`src/rtl/dram_seq_pkg.sv`:
```
// Shared definitions for the DRAM address sequencer: FSM state encoding,
// phase-counter sizing and elaboration-time parameter legality.
package dram_seq_pkg;

  typedef enum logic [2:0] {
    ST_IDLE = 3'd0,
    ST_RAS  = 3'd1,
    ST_COL  = 3'd2,
    ST_PRE  = 3'd3,
    ST_REF  = 3'd4
  } state_e;

  // Bits needed to count 0..max(a,b,c)-1, never less than one.
  function automatic int phase_w(input int a, input int b, input int c);
    int m;
    m = a;
    if (b > m) m = b;
    if (c > m) m = c;
    return (m <= 1) ? 1 : $clog2(m);
  endfunction

  function automatic bit params_legal(input int row_w, input int ras, input int cas,
                                      input int pre, input int intvl);
    return (row_w >= 1) && (ras >= 1) && (cas >= 1) && (pre >= 1) &&
           (intvl >= ras + pre + 1);
  endfunction

endpackage

```
`src/rtl/dram_refresh_timer.sv`:
```
// Refresh interval counter, single-deep pending flag and RAS-only refresh row
// counter for dram_addr_seq (present only when CADR_DRAM_REFRESH_EN is defined).
module dram_refresh_timer
  import dram_seq_pkg::*;
#(
  parameter int ROW_W     = 8,
  parameter int REF_INTVL = 390
) (
  input  logic             clk,
  input  logic             reset_n,
  input  logic             ref_start,
  input  logic             ref_done,
  output logic             pending,
  output logic [ROW_W-1:0] refresh_row
);

  localparam int               INT_W    = (REF_INTVL <= 2) ? 1 : $clog2(REF_INTVL);
  localparam logic [INT_W-1:0] INT_LAST = INT_W'(REF_INTVL - 1);
  localparam logic [INT_W-1:0] INT_ONE  = INT_W'(1);
  localparam logic [ROW_W-1:0] ROW_ONE  = ROW_W'(1);

  logic [INT_W-1:0] intvl_r;
  logic             pending_r;
  logic [ROW_W-1:0] row_r;
  logic             wrap_s;

  assign wrap_s      = (intvl_r == INT_LAST);
  assign pending     = pending_r;
  assign refresh_row = row_r;

  // Free-running interval, pending flag (a wrap beats a same-cycle clear), row advance.
  always_ff @(posedge clk or negedge reset_n) begin
    if (!reset_n) begin
      intvl_r   <= '0;
      pending_r <= 1'b0;
      row_r     <= '0;
    end else begin
      intvl_r <= wrap_s ? '0 : intvl_r + INT_ONE;
      if (wrap_s) begin
        pending_r <= 1'b1;
      end else if (ref_start) begin
        pending_r <= 1'b0;
      end
      if (ref_done) begin
        row_r <= row_r + ROW_ONE;
      end
    end
  end

endmodule

```
`src/rtl/dram_addr_seq.sv`:
```
// Row/column address sequencer for one DRAM bank behind an inverting 74S258 mux.
// Define CADR_DRAM_REFRESH_EN to build in the RAS-only refresh timer and REF state.
module dram_addr_seq
  import dram_seq_pkg::*;
#(
  parameter int ROW_W     = 8,
  parameter int RAS_CYC   = 2,
  parameter int CAS_CYC   = 2,
  parameter int PRE_CYC   = 2,
  parameter int REF_INTVL = 390
) (
  input  logic               clk,
  input  logic               reset_n,
  input  logic               req,
  input  logic               wr,
  input  logic [2*ROW_W-1:0] addr,
  output logic               ack,
  output logic               busy,
  output logic [ROW_W-1:0]   row_n,
  output logic [ROW_W-1:0]   col_n,
  output logic               mux_sel,
  output logic               mux_enb_n,
  output logic               ras_n,
  output logic               cas_n,
  output logic               we_n,
  output logic               ref_active
);

  localparam int               CNT_W    = phase_w(RAS_CYC, CAS_CYC, PRE_CYC);
  localparam logic [CNT_W-1:0] CNT_ONE  = CNT_W'(1);
  localparam logic [CNT_W-1:0] RAS_LAST = CNT_W'(RAS_CYC - 1);
  localparam logic [CNT_W-1:0] CAS_LAST = CNT_W'(CAS_CYC - 1);
  localparam logic [CNT_W-1:0] PRE_LAST = CNT_W'(PRE_CYC - 1);

  if (!params_legal(ROW_W, RAS_CYC, CAS_CYC, PRE_CYC, REF_INTVL)) begin : g_bad_params
    $error("dram_addr_seq: illegal timing parameters");
  end

  state_e           state_r, next_state_s;
  logic [CNT_W-1:0] cnt_r, next_cnt_s;
  logic [ROW_W-1:0] row_n_r, col_n_r, refresh_row_s;
  logic             wr_r, pending_s, accept_s, ref_start_s;
  logic             ack_r, busy_r, mux_sel_r, mux_enb_n_r, ras_n_r, cas_n_r, we_n_r, ref_active_r;
  logic             ack_s, busy_s, mux_sel_s, mux_enb_n_s, ras_n_s, cas_n_s, we_n_s, ref_active_s;

  assign accept_s    = (state_r == ST_IDLE) && (next_state_s == ST_RAS);
  assign ref_start_s = (state_r == ST_IDLE) && (next_state_s == ST_REF);

`ifdef CADR_DRAM_REFRESH_EN
  logic ref_done_s;
  assign ref_done_s = (state_r == ST_REF) && (next_state_s != ST_REF);

  dram_refresh_timer #(
    .ROW_W     (ROW_W),
    .REF_INTVL (REF_INTVL)
  ) u_refresh_timer (
    .clk         (clk),
    .reset_n     (reset_n),
    .ref_start   (ref_start_s),
    .ref_done    (ref_done_s),
    .pending     (pending_s),
    .refresh_row (refresh_row_s)
  );
`else
  assign pending_s     = 1'b0;
  assign refresh_row_s = '0;
`endif

  // Next state; refresh takes priority over a request, and only from IDLE.
  always_comb begin
    next_state_s = state_r;
    case (state_r)
      ST_IDLE: begin
        if (pending_s)  next_state_s = ST_REF;
        else if (req)   next_state_s = ST_RAS;
        else            next_state_s = ST_IDLE;
      end
      ST_RAS:  next_state_s = (cnt_r == RAS_LAST) ? ST_COL : ST_RAS;
      ST_COL:  next_state_s = (cnt_r == CAS_LAST) ? ST_PRE : ST_COL;
      ST_PRE:  next_state_s = (cnt_r == PRE_LAST) ? ST_IDLE : ST_PRE;
      ST_REF:  next_state_s = (cnt_r == RAS_LAST) ? ST_PRE : ST_REF;
      default: next_state_s = ST_IDLE;
    endcase
    next_cnt_s = (next_state_s != state_r) ? '0 : cnt_r + CNT_ONE;
  end

  // Outputs are decoded from the upcoming state so they change on the entry edge.
  always_comb begin
    ack_s        = 1'b0;
    busy_s       = 1'b1;
    mux_sel_s    = 1'b0;
    mux_enb_n_s  = 1'b1;
    ras_n_s      = 1'b1;
    cas_n_s      = 1'b1;
    we_n_s       = 1'b1;
    ref_active_s = 1'b0;
    case (next_state_s)
      ST_IDLE: busy_s = 1'b0;
      ST_RAS: begin
        mux_enb_n_s = 1'b0;
        ras_n_s     = 1'b0;
      end
      ST_COL: begin
        mux_sel_s   = 1'b1;
        mux_enb_n_s = 1'b0;
        ras_n_s     = 1'b0;
        cas_n_s     = 1'b0;
        we_n_s      = ~wr_r;
        ack_s       = (next_cnt_s == CAS_LAST);
      end
      ST_PRE:  busy_s = 1'b1;
      ST_REF: begin
        mux_enb_n_s  = 1'b0;
        ras_n_s      = 1'b0;
        ref_active_s = 1'b1;
      end
      default: busy_s = 1'b0;
    endcase
  end

  // State register, phase counter, address/WR latches and output registers.
  always_ff @(posedge clk or negedge reset_n) begin
    if (!reset_n) begin
      state_r      <= ST_IDLE;
      cnt_r        <= '0;
      wr_r         <= 1'b0;
      row_n_r      <= '1;
      col_n_r      <= '1;
      ack_r        <= 1'b0;
      busy_r       <= 1'b0;
      mux_sel_r    <= 1'b0;
      mux_enb_n_r  <= 1'b1;
      ras_n_r      <= 1'b1;
      cas_n_r      <= 1'b1;
      we_n_r       <= 1'b1;
      ref_active_r <= 1'b0;
    end else begin
      state_r      <= next_state_s;
      cnt_r        <= next_cnt_s;
      ack_r        <= ack_s;
      busy_r       <= busy_s;
      mux_sel_r    <= mux_sel_s;
      mux_enb_n_r  <= mux_enb_n_s;
      ras_n_r      <= ras_n_s;
      cas_n_r      <= cas_n_s;
      we_n_r       <= we_n_s;
      ref_active_r <= ref_active_s;
      if (accept_s) begin
        row_n_r <= ~addr[2*ROW_W-1:ROW_W];
        col_n_r <= ~addr[ROW_W-1:0];
        wr_r    <= wr;
      end else if (ref_start_s) begin
        row_n_r <= ~refresh_row_s;
      end
    end
  end

  assign ack        = ack_r;
  assign busy       = busy_r;
  assign row_n      = row_n_r;
  assign col_n      = col_n_r;
  assign mux_sel    = mux_sel_r;
  assign mux_enb_n  = mux_enb_n_r;
  assign ras_n      = ras_n_r;
  assign cas_n      = cas_n_r;
  assign we_n       = we_n_r;
  assign ref_active = ref_active_r;

endmodule
```
`config.mk`:
```
export PLATFORM = sky130hd
export DESIGN_NAME = dram_addr_seq
export DESIGN_NICKNAME = d
export VERILOG_FILES = /design/src/rtl/dram_seq_pkg.sv /design/src/rtl/dram_refresh_timer.sv /design/src/rtl/dram_addr_seq.sv
export SDC_FILE = /design/constraint.sdc
export NUM_CORES = 1
export LEC_CHECK = 0
export ABC_AREA = 1
export BUFFER_PORTS_ARGS = -buffer_cell sky130_fd_sc_hd__clkbuf_2
export CAP_MARGIN = 20
export CORE_ASPECT_RATIO = 0.6
export CORE_MARGIN = 1
export CORE_UTILIZATION = 47
export DETAILED_ROUTE_END_ITERATION = 16
export GPL_TIMING_DRIVEN = 0
export PLACE_DENSITY_LB_ADDON = 0.08
export SKIP_CTS_REPAIR_TIMING = 1
export SLEW_MARGIN = 40
export SYNTH_ARGS = -nofsm -noshare
export SYNTH_HDL_FRONTEND = slang
export SYNTH_HIERARCHICAL = 1
export SYNTH_SLANG_ARGS = --single-unit
```
`constraint.sdc`:
```
create_clock -name clk -period 1.56 [get_ports clk]
set_clock_uncertainty 0.15 [all_clocks]
set_input_delay 0.156 -clock clk [delete_from_list [all_inputs] [get_ports clk]]
set_output_delay 0.156 -clock clk [all_outputs]
set_load 0.02 [all_outputs]
```
# After elaboration in Yosys (flattened, before gate mapping)
# Cells that the tools add are included.
# word_totals
inputBits	20
register_bits	28
elab_cells	47
out_inout_bits	24
# classes
bitwise	3
addsub	1
n_eq_ne	9
n_mux	16
reduce_logical	6
# op_table
cell	count
8-bit 2-to-1 mux	2
8-bit NOT	2
3-bit case mux with 5 select lines	1
3-bit by 2-bit == test with 1-bit output (second input constant)	4
1-bit 2-to-1 mux	10
3-bit by 1-bit == test with 1-bit output (second input constant)	2
3-bit == test (second input constant)	2
2-bit 2-to-1 mux	2
4-bit OR reduction	1
3-bit zero test	1
3-bit 2-to-1 mux	1
3-bit != test	1
3-bit OR reduction	1
1-bit logical AND	2
2-bit nonzero test	1
1-bit adder (second input constant)	1
1-bit NOT	1

# Longest topological paths before layout
# Gate-level depths: netlist of the first run.
# depth
word_depth	6
depth_mapped	8
ltp_nobuf	8

# Worst setup path after synthesis of the first run
# Ideal clock, no wire load.
# synth_timing
path_kind	register -> register
from	register state_r[0]
to	register cnt_r
period_less_slack_ns	1.384
setup_slack_ns	0.176
path_buffers	0
setup_time_ns	0.121
path_stages_with_launch	9
t_arrival_ns	1.112
t_required_ns	1.289
path_cell_list	dfrtp_1 > nor2_2 > nand3_2 > o21ai_2 > inv_2 > nand2_4 > nand2_1 > nand2_1 > nor2_1
# synth_between
elab_chain_len	4
elab_cells_between_ends	8
cone_classes	5 x eq/ne; 2 x mux; 1 x reduce/logical
# synth_rtl
element	line	source
start: declaration	dram_addr_seq.sv:39	state_e state_r, next_state_s;
start signal: assignment	dram_addr_seq.sv:138	state_r <= next_state_s;
3-bit == test, or another cell as far along	dram_addr_seq.sv:72	case (state_r)
3-bit case mux with 5 select lines (*)	dram_addr_seq.sv:72	
via next_state_s[0]	dram_addr_seq.sv:39	
3-bit != test (*)	dram_addr_seq.sv:84	next_cnt_s = (next_state_s != state_r) ? '0 : cnt_r + CNT_ONE;
1-bit 2-to-1 mux (*)	dram_addr_seq.sv:84	
via next_cnt_s	dram_addr_seq.sv:40	logic [CNT_W-1:0] cnt_r, next_cnt_s;
end signal: assignment	dram_addr_seq.sv:139	cnt_r <= next_cnt_s;
end: declaration	dram_addr_seq.sv:40	
# The timed path passes the listed nets; every way through them passes the cells marked *.
# A chain may end at the register's enable or synchronous reset.

# Worst setup path after layout of the first run
# Same ends and word-level chain as after synthesis.

==> impl_metrics.yaml, run 1 <==
run_status:
  status: "complete, no violations"
drt:
  drc: 0
  wl_per_cell_um: 12.4
  via_per_inst: 4.77
  antenna_left: 0
  vias: 978
  totalWireLength_um: 2540
  drtIter0Drc: 23
  dr.pass1.iters: 4
place:
  gp_congestion: 0.776
  portBuffers: 43
  hpwl_um: 1610
  place_ws_ns: 0.0257
  dp.cells: 181
logic_synthesis:
  synth_fp_nets: 128
  synth-seq-cells: 28
  syn_avg_cell_area_um2: 10.5
  synth_area_um2: 1130
  yosys.area.top_type: "dfstp_2"
  synth_top_cell_area_share_pct: 44.0
  seq_area_frac_synth_pct: 63.8
  syn-instance-count: 108
  synth_cell_type_count: 21
  synthTopCellsByArea: "dfstp_2 44%, dfrtp_1 20%, nand2_1 8.3%"
  ys_warn_count: 6
final_layout:
  utilization_pct: 74.7
  seq_area_um2: 727
  n_fill_cell: 159
  drive_gt1_share_pct: 50.3
  antenna_cells: 0
  area_delta_synth_final_pct: 46.7
  multi_input_area_um2: 373
  finalNonFillerCells: 205
  num-nets-final: 196
critical_path:
  critPathRequiredTime_ns: 1.57
  crit_chain: "nor2_4 -> nand3_2 -> o21ai_4 -> inv_2 -> nand2_4 -> nand2_1 -> nand2_1 -> nor2_1"
  critPathCaptureType: "register"
  critPathMostFrequentCell: "nand2_1"
  cp_num_buf_inv: 1
  start_kind: "register"
  cpPeakStageDelay_ns: 0.47
  r2r_cells: 8
  critPathKind: "register to register"
  crit_fanout: 6
  r2r-start: "state_r[0]$_DFF_PN0_"
  worstPathArrival_ns: 1.49
  ff2ff_setup_slack_ns: 0.08
  r2r-end: "cnt_r$_DFF_PN0_"
  crit_slowest_cell: "dfrtp_2"
  cp_top_family: "simple AND/OR/NAND/NOR gates"
global_route:
  gr-total-overflow: 0
  grt_pass1_vias: 718
  grtUsageTotal_pct: 17.5
  antenna_found_initial: 0
  grt_pass1_wl_um: 3210
  grt_max_degree: 29
die:
  die_h_um: 40.1
  ios: 44
  start_util_pct: 50.9
  die-area_um2: 2620
  num_rows: 13
  fp.dieW_um: 65.4
  coreArea_um2: 2230
sta:
  slew_headroom_pct: 57.7
  finalSetupTns_ns: 0
  period_share_pct: 94.7
  maxSlewViolCount: 0
  fin_ws_ns: 0.0824
  setup_viol_count_final: 0
  hold_viol: 0
  fin_crit_ns: 1.48
  max_freq_mhz: 677
  tightest_slew_ns: 0.635
power_and_ir_drop:
  ir_drop_uv: 1050
  power.density_nw_per_um2: 2080
  leakagePower_nw: 0.816
run:
  maxCapViolCount: 0
clock_tree:
  htree_num_levels: 1
  cts_tree: "yes"
  clk_pin_slew_worst_paths_ns: 0.09
  clock_latency_ns: 0.27
  cts_buffer_depth: 2
  cts_buffers: 3
  ctsRootBufferMaster: "clkbuf_8"
  clock-sinks: 28
min_path:
  hold_class: "input pin to register"
  hold_end: "col_n[2]$_DFFE_PN1P_"
  hold_depth: 4
  worst_hold_startpoint: "req"
layout by cell type (no fill, tap or decap):
cell type / count
clkbuf_2: 44
nand2_1: 25
dfstp_2: 19
dlygate4sd3_1: 18
o21ai_0: 17
inv_1: 8
dfrtp_1: 7
nor2_1: 5
nor2_4: 4
nand3_1: 4
clkbuf_8: 4
nand4_1: 3
buf_4: 3
nand3_2: 2
buf_2: 2
dfrtp_2: 2
inv_4: 1
o21ai_4: 1
o21ai_2: 1
nand3_4: 1
nand2_2: 1
inv_2: 1
nand2_4: 1
mux2_2: 1
cells in the mapped netlist:
library cell and number:
buf_2 2, buf_4 1, clkbuf_1 1, dfrtp_1 9, dfstp_2 19, inv_1 8
inv_2 2, mux2_2 1, nand2_1 25, nand2_2 1, nand2_4 1, nand3_1 5
nand3_2 1, nand3_4 1, nand4_1 3, nor2_1 5, nor2_2 1, nor2_4 3
o21ai_0 17, o21ai_1 1, o21ai_2 1
where the power goes:
part           internal [mW]  switching, mW  leakage, nW
Combinational          0.558           1.03        0.475
Clock                  0.226          0.207       0.0288
Sequential              1.22          0.232        0.311
Total                   2.00           1.47        0.816
flip-flops by register name, summed over array words and instances (netlist names):
signal / flops
ref_active: 1
ras_n: 1
col_n: 8
busy: 1
ack: 1
we_n: 1
wr_r: 1
row_n: 8
cnt_r: 1
mux_sel: 1
state_r: 3
cas_n: 1
per-stage QoR:
step                hold slack, ns  total power [mW]  area (um2)
finish                       0.106              3.47        1670
global route                 0.148              3.70        1670
CTS                         -0.238              3.37        1440
detailed placement          0.0584              2.93        1390
global placement            0.0621              2.88        1390
floorplan                   -0.290              2.48        1130
layer usage:
layer,part of all wire [%],global-route usage [%],vias up
met5,0,0,-
met1,47,24.5,457
li1,-,-,481
met4,1.1,6.52,0
met3,5.6,5.11,6
met2,46,26.3,34
worst max-delay path by stage:
stage                    startpoint              endpoint  slack, ns  cells after the start
2_1_floorplan  state_r[0]$_DFF_PN0_       cnt_r$_DFF_PN0_       0.18                      8
3_3_place_gp   state_r[0]$_DFF_PN0_       cnt_r$_DFF_PN0_        0.1                      8
3_5_place_dp   state_r[0]$_DFF_PN0_  row_n[0]$_DFFE_PN1P_       0.03                      4
4_1_cts        state_r[0]$_DFF_PN0_  row_n[0]$_DFFE_PN1P_      0.008                      4
5_1_grt        state_r[0]$_DFF_PN0_       cnt_r$_DFF_PN0_    -0.0002                      8
6_report       state_r[0]$_DFF_PN0_       cnt_r$_DFF_PN0_       0.08                      8
worst min-delay path: cells and delay by family:
kind,cells,cell delay [ns]
AOI/OAI and AO/OA,1,0.06
and+or+nand+nor,2,0.18
buffers and inverters,1,0.10
logic make-up (layout without fill, tap and decap cells):
group	Yosys count	after routing	synth area share, %
AND/OR/NAND/NOR	46	46	21.3
flip-flops	28	28	63.8
AO/OA/AOI/OAI	19	19	8.71
buffers and inverters	14	81	5.18
multiplexers	1	1	0.992
area by class of cell:
cell class              instances  share of cell area (%)
multi-input cells              66                    22.4
clock buffers                   4                    3.31
well taps                      30                    2.25
plain buffers                   4                    1.35
inverters                      10                    2.40
repair buffers                 63                    24.6
flip-flops and latches         28                    43.7
Power figures use the tool's default switching activity.
==> inputs of run 2 (changes only) <==
Settings changed: CORE_UTILIZATION 47 to 49, CTS_BUF_LIST set to sky130_fd_sc_hd__clkbuf_8.
==> impl_metrics.yaml, run 2 (same netlist as run 1, synthesis figures left out) <==
run_status:
  status: "complete, no violations"
place:
  hpwl_um: 1610
  portBuffers: 43
  gp_congestion: 0.799
  post_dp_cell_area_um2: 1390
power_and_ir_drop:
  power.density_nw_per_um2: 2090
  ir_drop_uv: 993
  leakagePower_nw: 0.811
min_path:
  hold_class: "input pin to register"
sta:
  max_freq_mhz: 684
  tightest_slew_ns: 0.646
  fin_crit_ns: 1.46
  hold_viol: 0
  setup_viol_count_final: 0
  maxSlewViolCount: 0
  rsz0062_at_grt: "true"
  period_share_pct: 93.7
  fin_hold_ws_ns: 0.113
  slew_headroom_pct: 56.9
critical_path:
  cpPeakStageDelay_ns: 0.47
  ff2ff_setup_slack_ns: 0.1
  crit_slowest_cell: "dfrtp_2"
  crit_fanout: 6
  critPathRequiredTime_ns: 1.57
  critPathMostFrequentCell: "nand2_1"
  r2r-start: "state_r[0]$_DFF_PN0_"
  r2r_cells: 8
  start_kind: "register"
  critPathCaptureType: "register"
  crit_cells: 8
  critPathKind: "register to register"
  crit_end: "cnt_r$_DFF_PN0_"
  r2r-end: "cnt_r$_DFF_PN0_"
  worstPathArrival_ns: 1.48
  crit_chain: "nor2_4 -> nand3_2 -> o21ai_4 -> inv_2 -> nand2_4 -> nand2_1 -> nand2_1 -> nor2_1"
  cp_top_family: "simple AND/OR/NAND/NOR gates"
  startpoint: "state_r[0]$_DFF_PN0_"
  cp_num_buf_inv: 1
drt:
  wl_per_cell_um: 11.6
  drc: 0
  totalWireLength_um: 2370
  drtIter0Drc: 28
  dr.pass1.iters: 5
  antenna_left: 0
  via_per_inst: 4.74
  vias: 966
final_layout:
  antenna_cells: 0
  drive_gt1_share_pct: 48.9
  layout_common_cells: "44 x clkbuf_2, 25 x nand2_1, 19 x dfstp_2"
  utilization_pct: 75.8
  final_common_cell: "clkbuf_2"
  area_delta_synth_final_pct: 45.6
  num-nets-final: 195
  finalInstanceArea_um2: 1650
clock_tree:
  cts_buffer_depth: 2
  htree_num_levels: 1
  ctsRootBufferMaster: "clkbuf_8"
  clock-sinks: 28
  clk_pin_slew_worst_paths_ns: 0.09
  cts_tree: "yes"
  cts_buffers: 3
  clock_latency_ns: 0.27
die:
  die_h_um: 39.3
  coreArea_um2: 2180
  num_rows: 13
  ios: 44
  die-area_um2: 2520
  fp.dieW_um: 64.1
  start_util_pct: 52.1
global_route:
  grtUsageTotal_pct: 19.2
  grt_pass1_wl_um: 3410
  antenna_found_initial: 0
  grt_max_degree: 29
  grt_pass1_vias: 770
  gr-total-overflow: 0
run:
  maxCapViolCount: 0
[run 2: cell count changes in the layout (fill, tap and decap cells not counted)]
cell and delta:
dfrtp_2 -1, o21ai_2 -1, dfrtp_1 +1, o21ai_1 +1
buf_4 -1
[run 2: layout make-up]
type	count	area [um2]
Sequential cell	28	726
Fill cell	150	527
Timing Repair Buffer	62	403
Multi-Input combinational cell	66	369
Clock buffer	4	55.1
Inverter	10	40.0
Tap cell	30	37.5
Buffer	4	22.5
[run 2: where the power goes]
part	leakage, nW	internal, mW	switching (mW)
registers	0.313	1.21	0.223
logic	0.470	0.554	1.02
clock network	0.0288	0.226	0.214
[run 2: worst min path at each step]
stage,startpoint,to,slack [ns],depth (start not counted)
floorplan,reset_n,ack$_DFF_PN0_,-0.29,0
global placement,reset_n,cnt_r$_DFF_PN0_,0.06,1
detailed placement,reset_n,ack$_DFF_PN0_,0.07,1
CTS,reset_n,state_r[1]$_DFF_PN0_,-0.22,1
global route,req,col_n[2]$_DFFE_PN1P_,0.14,4
finish,req,col_n[2]$_DFFE_PN1P_,0.11,4
[run 2: per-layer routing]
layer	GRT usage, %	wire [um]
met5	0	0
met4	6.67	22
met3	5.81	137
met2	31.6	1080
met1	24.8	1130
[run 2: through the flow]
step           setup TNS (ns)  std cells  setup WS (ns)  total power, mW
2_1_floorplan               0        108          0.176             2.48
3_3_place_gp                0        181         0.0665             2.88
3_5_place_dp                0        181         0.0230             2.94
4_1_cts                     0        185        0.00402             3.38
5_1_grt               -0.0456        204        -0.0251             3.71
6_report                    0        204         0.0988             3.45
[run 2: worst register-to-register path, stage by stage, from the launching register on]
cell	delay, ns
dfrtp_2	0.47
nor2_4	0.18
nand3_2	0.11
o21ai_4	0.11
inv_2	0.08
nand2_4	0.10
nand2_1	0.05
nand2_1	0.06
nor2_1	0.04
==> inputs of run 3 (changes only) <==
Settings changed: PLACE_DENSITY set to 0.92, PLACE_DENSITY_LB_ADDON 0.08 to unset, REMOVE_ABC_BUFFERS set to 1.
==> impl_metrics.yaml, run 3 (same netlist as run 1, synthesis figures left out) <==
critical_path:
  startpoint: "state_r[2]$_DFF_PN0_"
  crit_cells: 8
  cpPeakStageDelay_ns: 0.43
  r2r_cells: 8
  crit_fanout: 9
  crit_slowest_cell: "dfrtp_1"
  critPathCaptureType: "register"
  cp_top_family: "flip-flops"
  worstPathArrival_ns: 1.49
  r2r-start: "state_r[2]$_DFF_PN0_"
  crit_end: "cnt_r$_DFF_PN0_"
  critPathKind: "register to register"
  r2r-end: "cnt_r$_DFF_PN0_"
  critPathRequiredTime_ns: 1.57
  crit_chain: "inv_4 -> nand3_1 -> o21ai_2 -> inv_2 -> nand2_4 -> nand2_1 -> nand2_1 -> nor2_1"
  start_kind: "register"
  ff2ff_setup_slack_ns: 0.07
  critPathMostFrequentCell: "nand2_1"
  cp_num_buf_inv: 2
global_route:
  grt_pass1_vias: 703
  grtUsageTotal_pct: 16.6
  antenna_found_initial: 0
  grt_pass1_wl_um: 3000
  grt_max_degree: 36
  gr-total-overflow: 0
die:
  die_h_um: 39.3
  num_rows: 13
  start_util_pct: 52.1
  die-area_um2: 2520
  coreArea_um2: 2180
  fp.dieW_um: 64.1
  ios: 44
clock_tree:
  clock_latency_ns: 0.27
  cts_buffers: 3
  cts_tree: "yes"
  htree_num_levels: 1
  clk_pin_slew_worst_paths_ns: 0.09
  clock-sinks: 28
  cts_buffer_depth: 2
  ctsRootBufferMaster: "clkbuf_8"
power_and_ir_drop:
  power.density_nw_per_um2: 2080
  leakagePower_nw: 0.807
  finalPower_mw: 3.44
  ir_drop_uv: 1220
drt:
  drtIter0Drc: 22
  antenna_left: 0
  drc: 0
  dr.pass1.iters: 4
  vias: 939
  via_per_inst: 4.63
  wl_per_cell_um: 11.8
  totalWireLength_um: 2400
sta:
  setup_viol_count_final: 0
  slew_headroom_pct: 57.4
  finalSetupTns_ns: 0
  period_share_pct: 95.2
  max_freq_mhz: 673
  rsz0062_at_grt: "true"
  maxSlewViolCount: 0
  tightest_slew_ns: 0.639
  fin_crit_ns: 1.49
  hold_viol: 0
run:
  maxCapViolCount: 0
final_layout:
  layout_common_cells: "43 x clkbuf_2, 25 x nand2_1, 19 x dfstp_2"
  drive_gt1_share_pct: 47.4
  area_delta_synth_final_pct: 45.3
  final_common_cell: "clkbuf_2"
  utilization_pct: 75.7
  num-nets-final: 194
  n_fill_cell: 155
  antenna_cells: 0
place:
  gp_congestion: 0.808
  portBuffers: 43
  hpwl_um: 1380
min_path:
  hold_class: "input pin to register"
run_status:
  status: "complete, no violations"
-- run 3: cell count changes in the layout (fill, tap and decap cells not counted), sizes merged --
cell | before | now
buf | 4 | 3
clkbuf | 48 | 47
nand3 | 7 | 8
-- run 3: worst min path at each step --
stage / from / end / slack (ns) / cells past startpoint
floorplan: reset_n / ack$_DFF_PN0_ / -0.29 / 0
global placement: reset_n / state_r[2]$_DFF_PN0_ / 0.04 / 1
detailed placement: reset_n / state_r[1]$_DFF_PN0_ / 0.06 / 1
CTS: reset_n / state_r[1]$_DFF_PN0_ / -0.24 / 1
global route: req / col_n[1]$_DFFE_PN1P_ / 0.17 / 3
finish: req / col_n[7]$_DFFE_PN1P_ / 0.17 / 3
-- run 3: where the power goes --
group | leakage (nW) | switching [mW] | internal, mW
Clock | 0.0288 | 0.206 | 0.226
Sequential | 0.314 | 0.206 | 1.21
Combinational | 0.465 | 1.03 | 0.566
Total | 0.807 | 1.44 | 2.00
-- run 3: cell type report --
type / count / area (um2) / share of cell area (%)
clock buffers: 4 / 55.1 / 3.34
inverters: 10 / 40.0 / 2.43
multi-input cells: 67 / 374 / 22.7
flip-flops and latches: 28 / 724 / 43.9
well taps: 30 / 37.5 / 2.28
repair buffers: 64 / 418 / 25.3
-- run 3: worst min-delay path, cell delays in order --
cell,delay (ns)
clkbuf_2,0.14
nand3_4,0.18
o21ai_0,0.10
-- run 3: stage by stage --
step	instance area, um2	std cells	hold WS [ns]	worst slack, ns
6_report	1650	203	0.167	0.0750
5_1_grt	1650	203	0.168	-0.0214
4_1_cts	1420	181	-0.239	-0.171
3_5_place_dp	1370	177	0.0620	-0.162
3_3_place_gp	1370	177	0.0417	-0.133
2_1_floorplan	1110	104	-0.290	0.00365
-- run 3: metal layers --
| layer | vias to the layer above | global-route usage (%) | share of wire [%] |
|---|---|---|---|
| li1 | 479 | - | - |
| met1 | 423 | 21.8 | 47 |
| met2 | 34 | 27.1 | 47 |
| met3 | 3 | 5.23 | 5.2 |
| met4 | 0 | 5.00 | 0.33 |
| met5 | - | 0 | 0 |
